**src/rtl/jk_cmd_sequencer.sv**
```systemverilog
// Command sequencer driving J/K of a downstream JK flop and checking its q feedback.
// Optional JKSEQ_ERR_HALT_EN: a failed check parks the FSM in HALT until rst.
module jk_cmd_sequencer #(
    parameter int DEPTH  = 4,
    parameter int HOLD_W = 4
) (
    input  logic                     clk,
    input  logic                     rst,
    input  logic                     cmd_valid,
    output logic                     cmd_ready,
    input  logic [1:0]               cmd_op,
    input  logic [HOLD_W-1:0]        cmd_hold,
    output logic                     J,
    output logic                     K,
    input  logic                     q,
    output logic                     done,
    output logic                     err,
    output logic                     busy,
    output logic [$clog2(DEPTH):0]   level
);

    localparam int AW = $clog2(DEPTH);
    localparam int LW = AW + 1;
    localparam int EW = 2 + HOLD_W;

`ifdef JKSEQ_ERR_HALT_EN
    typedef enum logic [1:0] {S_IDLE, S_DRIVE, S_CHECK, S_HALT} state_t;
`else
    typedef enum logic [1:0] {S_IDLE, S_DRIVE, S_CHECK} state_t;
`endif

    function automatic logic f_expected(input logic [1:0] op, input logic q_prev,
                                        input logic n_lsb);
        logic res;
        case (op)
            2'b10:   res = 1'b1;
            2'b01:   res = 1'b0;
            2'b11:   res = q_prev ^ n_lsb;
            default: res = q_prev;
        endcase
        return res;
    endfunction

    logic [EW-1:0]     r_mem [DEPTH];
    logic [AW-1:0]     r_wr_ptr;
    logic [AW-1:0]     r_rd_ptr;
    logic [LW-1:0]     r_level;

    state_t            r_state;
    state_t            w_next;
    logic [HOLD_W-1:0] r_cnt;
    logic [1:0]        r_op;
    logic              r_q_prev;
    logic              r_n_lsb;
    logic              r_exp;
    logic              r_j;
    logic              r_k;
    logic              r_err;

    logic              w_full;
    logic              w_empty;
    logic              w_push;
    logic              w_pop;
    logic              w_drive_end;
    logic              w_mismatch;
    logic [EW-1:0]     w_head;
    logic [1:0]        w_head_op;
    logic [HOLD_W-1:0] w_head_hold;
    logic [HOLD_W-1:0] w_load_n;

    assign w_full      = (r_level == LW'(DEPTH));
    assign w_empty     = (r_level == '0);
    assign cmd_ready   = !w_full && !rst;
    assign w_push      = cmd_valid && cmd_ready;

    assign w_head      = r_mem[r_rd_ptr];
    assign w_head_op   = w_head[EW-1 -: 2];
    assign w_head_hold = w_head[HOLD_W-1:0];
    assign w_load_n    = (w_head_hold == '0) ? HOLD_W'(1) : w_head_hold;

    // FIFO stage: pushes are independent of the FSM; pops come only from IDLE
    always_ff @(posedge clk) begin
        if (rst) begin
            r_wr_ptr <= '0;
            r_rd_ptr <= '0;
            r_level  <= '0;
        end else begin
            if (w_push) r_wr_ptr <= r_wr_ptr + AW'(1);
            if (w_pop)  r_rd_ptr <= r_rd_ptr + AW'(1);
            case ({w_push, w_pop})
                2'b10:   r_level <= r_level + LW'(1);
                2'b01:   r_level <= r_level - LW'(1);
                default: r_level <= r_level;
            endcase
        end
    end

    always_ff @(posedge clk) begin
        if (w_push) r_mem[r_wr_ptr] <= {cmd_op, cmd_hold};
    end

    always_comb begin
        w_next      = r_state;
        w_pop       = 1'b0;
        w_drive_end = 1'b0;
        w_mismatch  = 1'b0;
        case (r_state)
            S_IDLE: begin
                if (!w_empty) begin
                    w_pop  = 1'b1;
                    w_next = S_DRIVE;
                end
            end
            S_DRIVE: begin
                if (r_cnt == HOLD_W'(1)) begin
                    w_drive_end = 1'b1;
                    w_next      = S_CHECK;
                end
            end
            S_CHECK: begin
                w_mismatch = (q != r_exp);
`ifdef JKSEQ_ERR_HALT_EN
                w_next     = w_mismatch ? S_HALT : S_IDLE;
`else
                w_next     = S_IDLE;
`endif
            end
`ifdef JKSEQ_ERR_HALT_EN
            S_HALT: w_next = S_HALT;
`endif
            default: w_next = S_IDLE;
        endcase
    end

    // Control stage: state, J/K drive and sticky error
    always_ff @(posedge clk) begin
        if (rst) begin
            r_state <= S_IDLE;
            r_j     <= 1'b0;
            r_k     <= 1'b0;
            r_err   <= 1'b0;
        end else begin
            r_state <= w_next;
            if (w_pop) begin
                r_j <= w_head_op[1];
                r_k <= w_head_op[0];
            end else if (w_drive_end) begin
                r_j <= 1'b0;
                r_k <= 1'b0;
            end
            if (w_mismatch) r_err <= 1'b1;
        end
    end

    // Command data stage: hold counter and expected-q bookkeeping
    always_ff @(posedge clk) begin
        if (w_pop) begin
            r_cnt    <= w_load_n;
            r_op     <= w_head_op;
            r_q_prev <= q;
            r_n_lsb  <= w_load_n[0];
        end else if (r_state == S_DRIVE && !w_drive_end) begin
            r_cnt <= r_cnt - HOLD_W'(1);
        end
        if (w_drive_end) r_exp <= f_expected(r_op, r_q_prev, r_n_lsb);
    end

    assign J     = r_j;
    assign K     = r_k;
    assign err   = r_err;
    assign done  = (r_state == S_CHECK) && !rst;
    assign busy  = !rst && ((r_state != S_IDLE) || !w_empty);
    assign level = r_level;

endmodule

```
**config.mk**
```make
export PLATFORM = sky130hd
export DESIGN_NAME = jk_cmd_sequencer
export DESIGN_NICKNAME = d
export VERILOG_FILES = /design/src/rtl/jk_cmd_sequencer.sv
export SDC_FILE = /design/constraint.sdc
export NUM_CORES = 1
export LEC_CHECK = 0
export CAP_MARGIN = 20
export CORE_AREA = 2 2 74 69
export CTS_CLUSTER_DIAMETER = 50
export DETAILED_ROUTE_END_ITERATION = 8
export DIE_AREA = 0 0 76 71
export GPL_TIMING_DRIVEN = 0
export PLACE_DENSITY_LB_ADDON = 0.15
export SKIP_CTS_REPAIR_TIMING = 1
export SYNTH_ARGS = -nofsm -noshare
export SYNTH_HDL_FRONTEND = slang
export SYNTH_SLANG_ARGS = --single-unit
```
**constraint.sdc**
```tcl
create_clock -name clk -period 6.9 [get_ports clk]
set_input_delay 2.07 -clock clk [delete_from_list [all_inputs] [get_ports clk]]
set_output_delay 2.07 -clock clk [all_outputs]
set_load 0.005 [all_outputs]
```
==> results.ini, run 1 <==
[grt]
grt_antenna_before_repair=0
grt.total_usage_pct=12.97
grt_pass1_vias=1159
grt_pass1_wl_um=5319
grt_max_degree=16
grt_overflow=0

[final_layout]
multi_input_area_um2=666.9
final_cells=235
nNetsFinal=187
diodes=0
seq_area_um2=1271
areaGrowthSynthToFinish_pct=16.84
drive_above_1_share_pct=9.412
fillers=410

[worst_setup_path]
critPathRequiredTime_ps=4830
critPathMaxFanout=10
crit_type=in2out
reg2reg_from=level[0]
r2r_setup_slack_ps=4460
end_kind=output pin
r2r_end=level[2]
crit_end=cmd_ready
path_cells=clkbuf_1, buf_1, nor2_1, clkdlybuf4s50_1
crit_slowest_cell=clkdlybuf4s50_1
cp-startpoint=rst
r2r_cells=9
arrival_ps=3400
crit_path_start_kind=primary input
critical-path-max-stage-delay_ps=460

[drt]
vias=1189
first_pass_iters=4
drt-wirelength-per-cell_um=13.72
viasPerCell=5.060
drc_errors=0
antenna_left=0
routed_wl_um=3225
drt_iter0_drc=54

[clock_network]
clock_path_buffers=2
path_clk_slew_ps=80
cts_tree=done
clk_root_buffer_cell=clkbuf_8
cts-htree-levels=2
insertion_delay_ps=300
numCtsBuffers=5
clock-sinks=47

[synth]
yosys.area.top_type_share_pct=49.22
yosys.area.top_type=edfxtp_1
syn_nets=163
ys_top_cells_by_area=edfxtp_1, dfxtp_1, mux4_1
syn_area_um2=2013
synth_cell_types=32
yosysWarnings=0
postSynthAreaPerCell_um2=13.88
ys_ff_latch=47
ys_seq_area_share_pct=63.14
syn_inst=145

[run_status]
run_status=finished, final reports clean

[placed_design]
gp_congestion=0.7449
port_buffers=17
hpwl_um=2389
dp_cells=227

[power]
p_per_area_nw_per_um2=379.7
ir_drop_v=0.0001625
p_leak_nw=0.8159

[die]
start_util_pct=43.25
die_area_um2=5396
die_y_um=71
die_w_um=76
row_count=24
core_um2=4654
io_pins=19

[timing]
maxSlewHeadroom_pct=61.60
finalHoldViolCount=0
finalSetupTns_ps=0
setup-violations-final=0
period_share_pct=79.25
fin_worst_skew_ps=3.763
drv_slew=0
max_slew.worst_pin.slew_ps=572.9
rsz0062_at_grt=no
fmax_mhz=182.9
period_needed_ps=5468

[hold_path]
hp-class=reg2reg

[run]
drv_cap=0

==> state kept, by name, summed over array words and instances, names as in the netlist, named ones only <==
register and count:
r_mem 24, r_cnt 4, level 3, r_op 2
r_rd_ptr 2, r_state 2, r_wr_ptr 2, J 1
K 1, err 1, r_exp 1, r_n_lsb 1
r_q_prev 1
==> cell type report <==
type | instances | share of cell area, %
Timing Repair Buffer | 17 | 7.234
Buffer | 4 | 1.277
Inverter | 12 | 1.915
Sequential cell | 47 | 54.04
Tap cell | 65 | 3.457
Clock buffer | 5 | 2.926
Clock inverter | 3 | 0.7979
Multi-Input combinational cell | 82 | 28.35
==> cell usage after synthesis (all sizes together) <==
master / instances
a21oi: 13
a31oi: 1
and2: 4
buf: 3
clkbuf: 1
dfxtp: 14
edfxtp: 33
fa: 1
ha: 7
inv: 12
mux2: 1
mux4: 6
nand2: 3
nand2b: 1
nand3: 3
nor2: 9
nor3: 8
nor3b: 2
o21ai: 4
o221ai: 2
o31a: 1
o31ai: 2
or2: 2
or2b: 1
or3: 2
or3b: 1
or4: 2
xnor2: 2
xor2: 4
==> worst min-delay path by stage <==
stage / slack [ps] / startpoint / to / cells past startpoint
6_report: 480 / err / err / 2
5_1_grt: 510 / r_rd_ptr[1] / r_rd_ptr[1] / 2
4_1_cts: 490 / err / err / 2
3_3_place_gp: 450 / err / err / 2
3_5_place_dp: 470 / err / err / 2
2_1_floorplan: 450 / r_rd_ptr[1] / register / 2
==> cell usage in the layout (no fill, tap or decap), types with 3 or more instances in the layout <==
master,netlist,layout
mux4_1,4,4
nor2_1,9,9
ha_1,7,7
o21ai_0,4,4
nand2_1,3,3
inv_1,12,12
clkbuf_8,0,5
nand3_1,3,3
edfxtp_1,33,33
and2_1,4,4
nor3_1,6,6
a21oi_1,13,13
dfxtp_1,14,14
clkdlybuf4s50_1,0,17
xor2_1,4,4
==> metal layers <==
| layer | vias up | share of wire [%] | global-route usage, % |
|---|---|---|---|
| li1 | 586 | - | - |
| met1 | 573 | 45 | 15.25 |
| met2 | 25 | 49 | 22.22 |
| met3 | 5 | 3.9 | 3.827 |
| met4 | 0 | 1.7 | 6.061 |
| met5 | - | 0 | 0 |
==> power by group <==
part	switching [mW]	internal, mW	total (mW)
logic	0.166	0.147	0.314
registers	0.0385	0.378	0.416
clock network	0.0918	0.0714	0.163
total	0.297	0.597	0.893
==> worst max-delay path, delay by kind of cell <==
kind                   cells  cell delay, ps
buffers and inverters      3            1230
AND/OR/NAND/NOR            1             100
==> per-stage QoR <==
stage	total power [mW]	util (%)	hold slack, ps	setup slack, ps	cell area [µm²]
6_report	0.8932	50.54	476.6	1432	2352
5_1_grt	0.9597	50.54	505.7	1333	2352
4_1_cts	0.9045	50.54	493.2	1447	2352
3_5_place_dp	0.7408	48.66	474.5	1443	2265
3_3_place_gp	0.7263	48.66	445.9	1459	2265
2_1_floorplan	0.6415	-	454.6	2124	2013
==> cells by family (layout without fill, tap and decap cells) <==
group	count (synthesis)	count (layout)	share of synthesized area [%]
simple gates	38	38	10.56
xor+xnor	6	6	2.610
flops	47	47	63.14
buf+inv	16	41	3.728
compound gates	23	23	6.588
fa+ha+maj	8	8	5.345
mux	7	7	8.017
Note: power is estimated with default switching activity, not from simulation.
==> run 2, diff against run 1 <==
==> constraint.sdc (replaced) <==
create_clock -name clk -period 5.3 [get_ports clk]
set_input_delay 1.59 -clock clk [delete_from_list [all_inputs] [get_ports clk]]
set_output_delay 1.59 -clock clk [all_outputs]
set_load 0.005 [all_outputs]
==> results of run 2 <==
The final DEF is identical to that of run 1. Status: finished, final reports clean.
Main changes from that run: setup slack after placement 1443 ps -> 803.4 ps; setup slack after layout 1432 ps -> 792.0 ps; register-to-register setup slack 4460 ps -> 2860 ps; total power 0.8932 mW -> 1.163 mW; worst IR drop on VDD 0.0001625 V -> 0.0002115 V
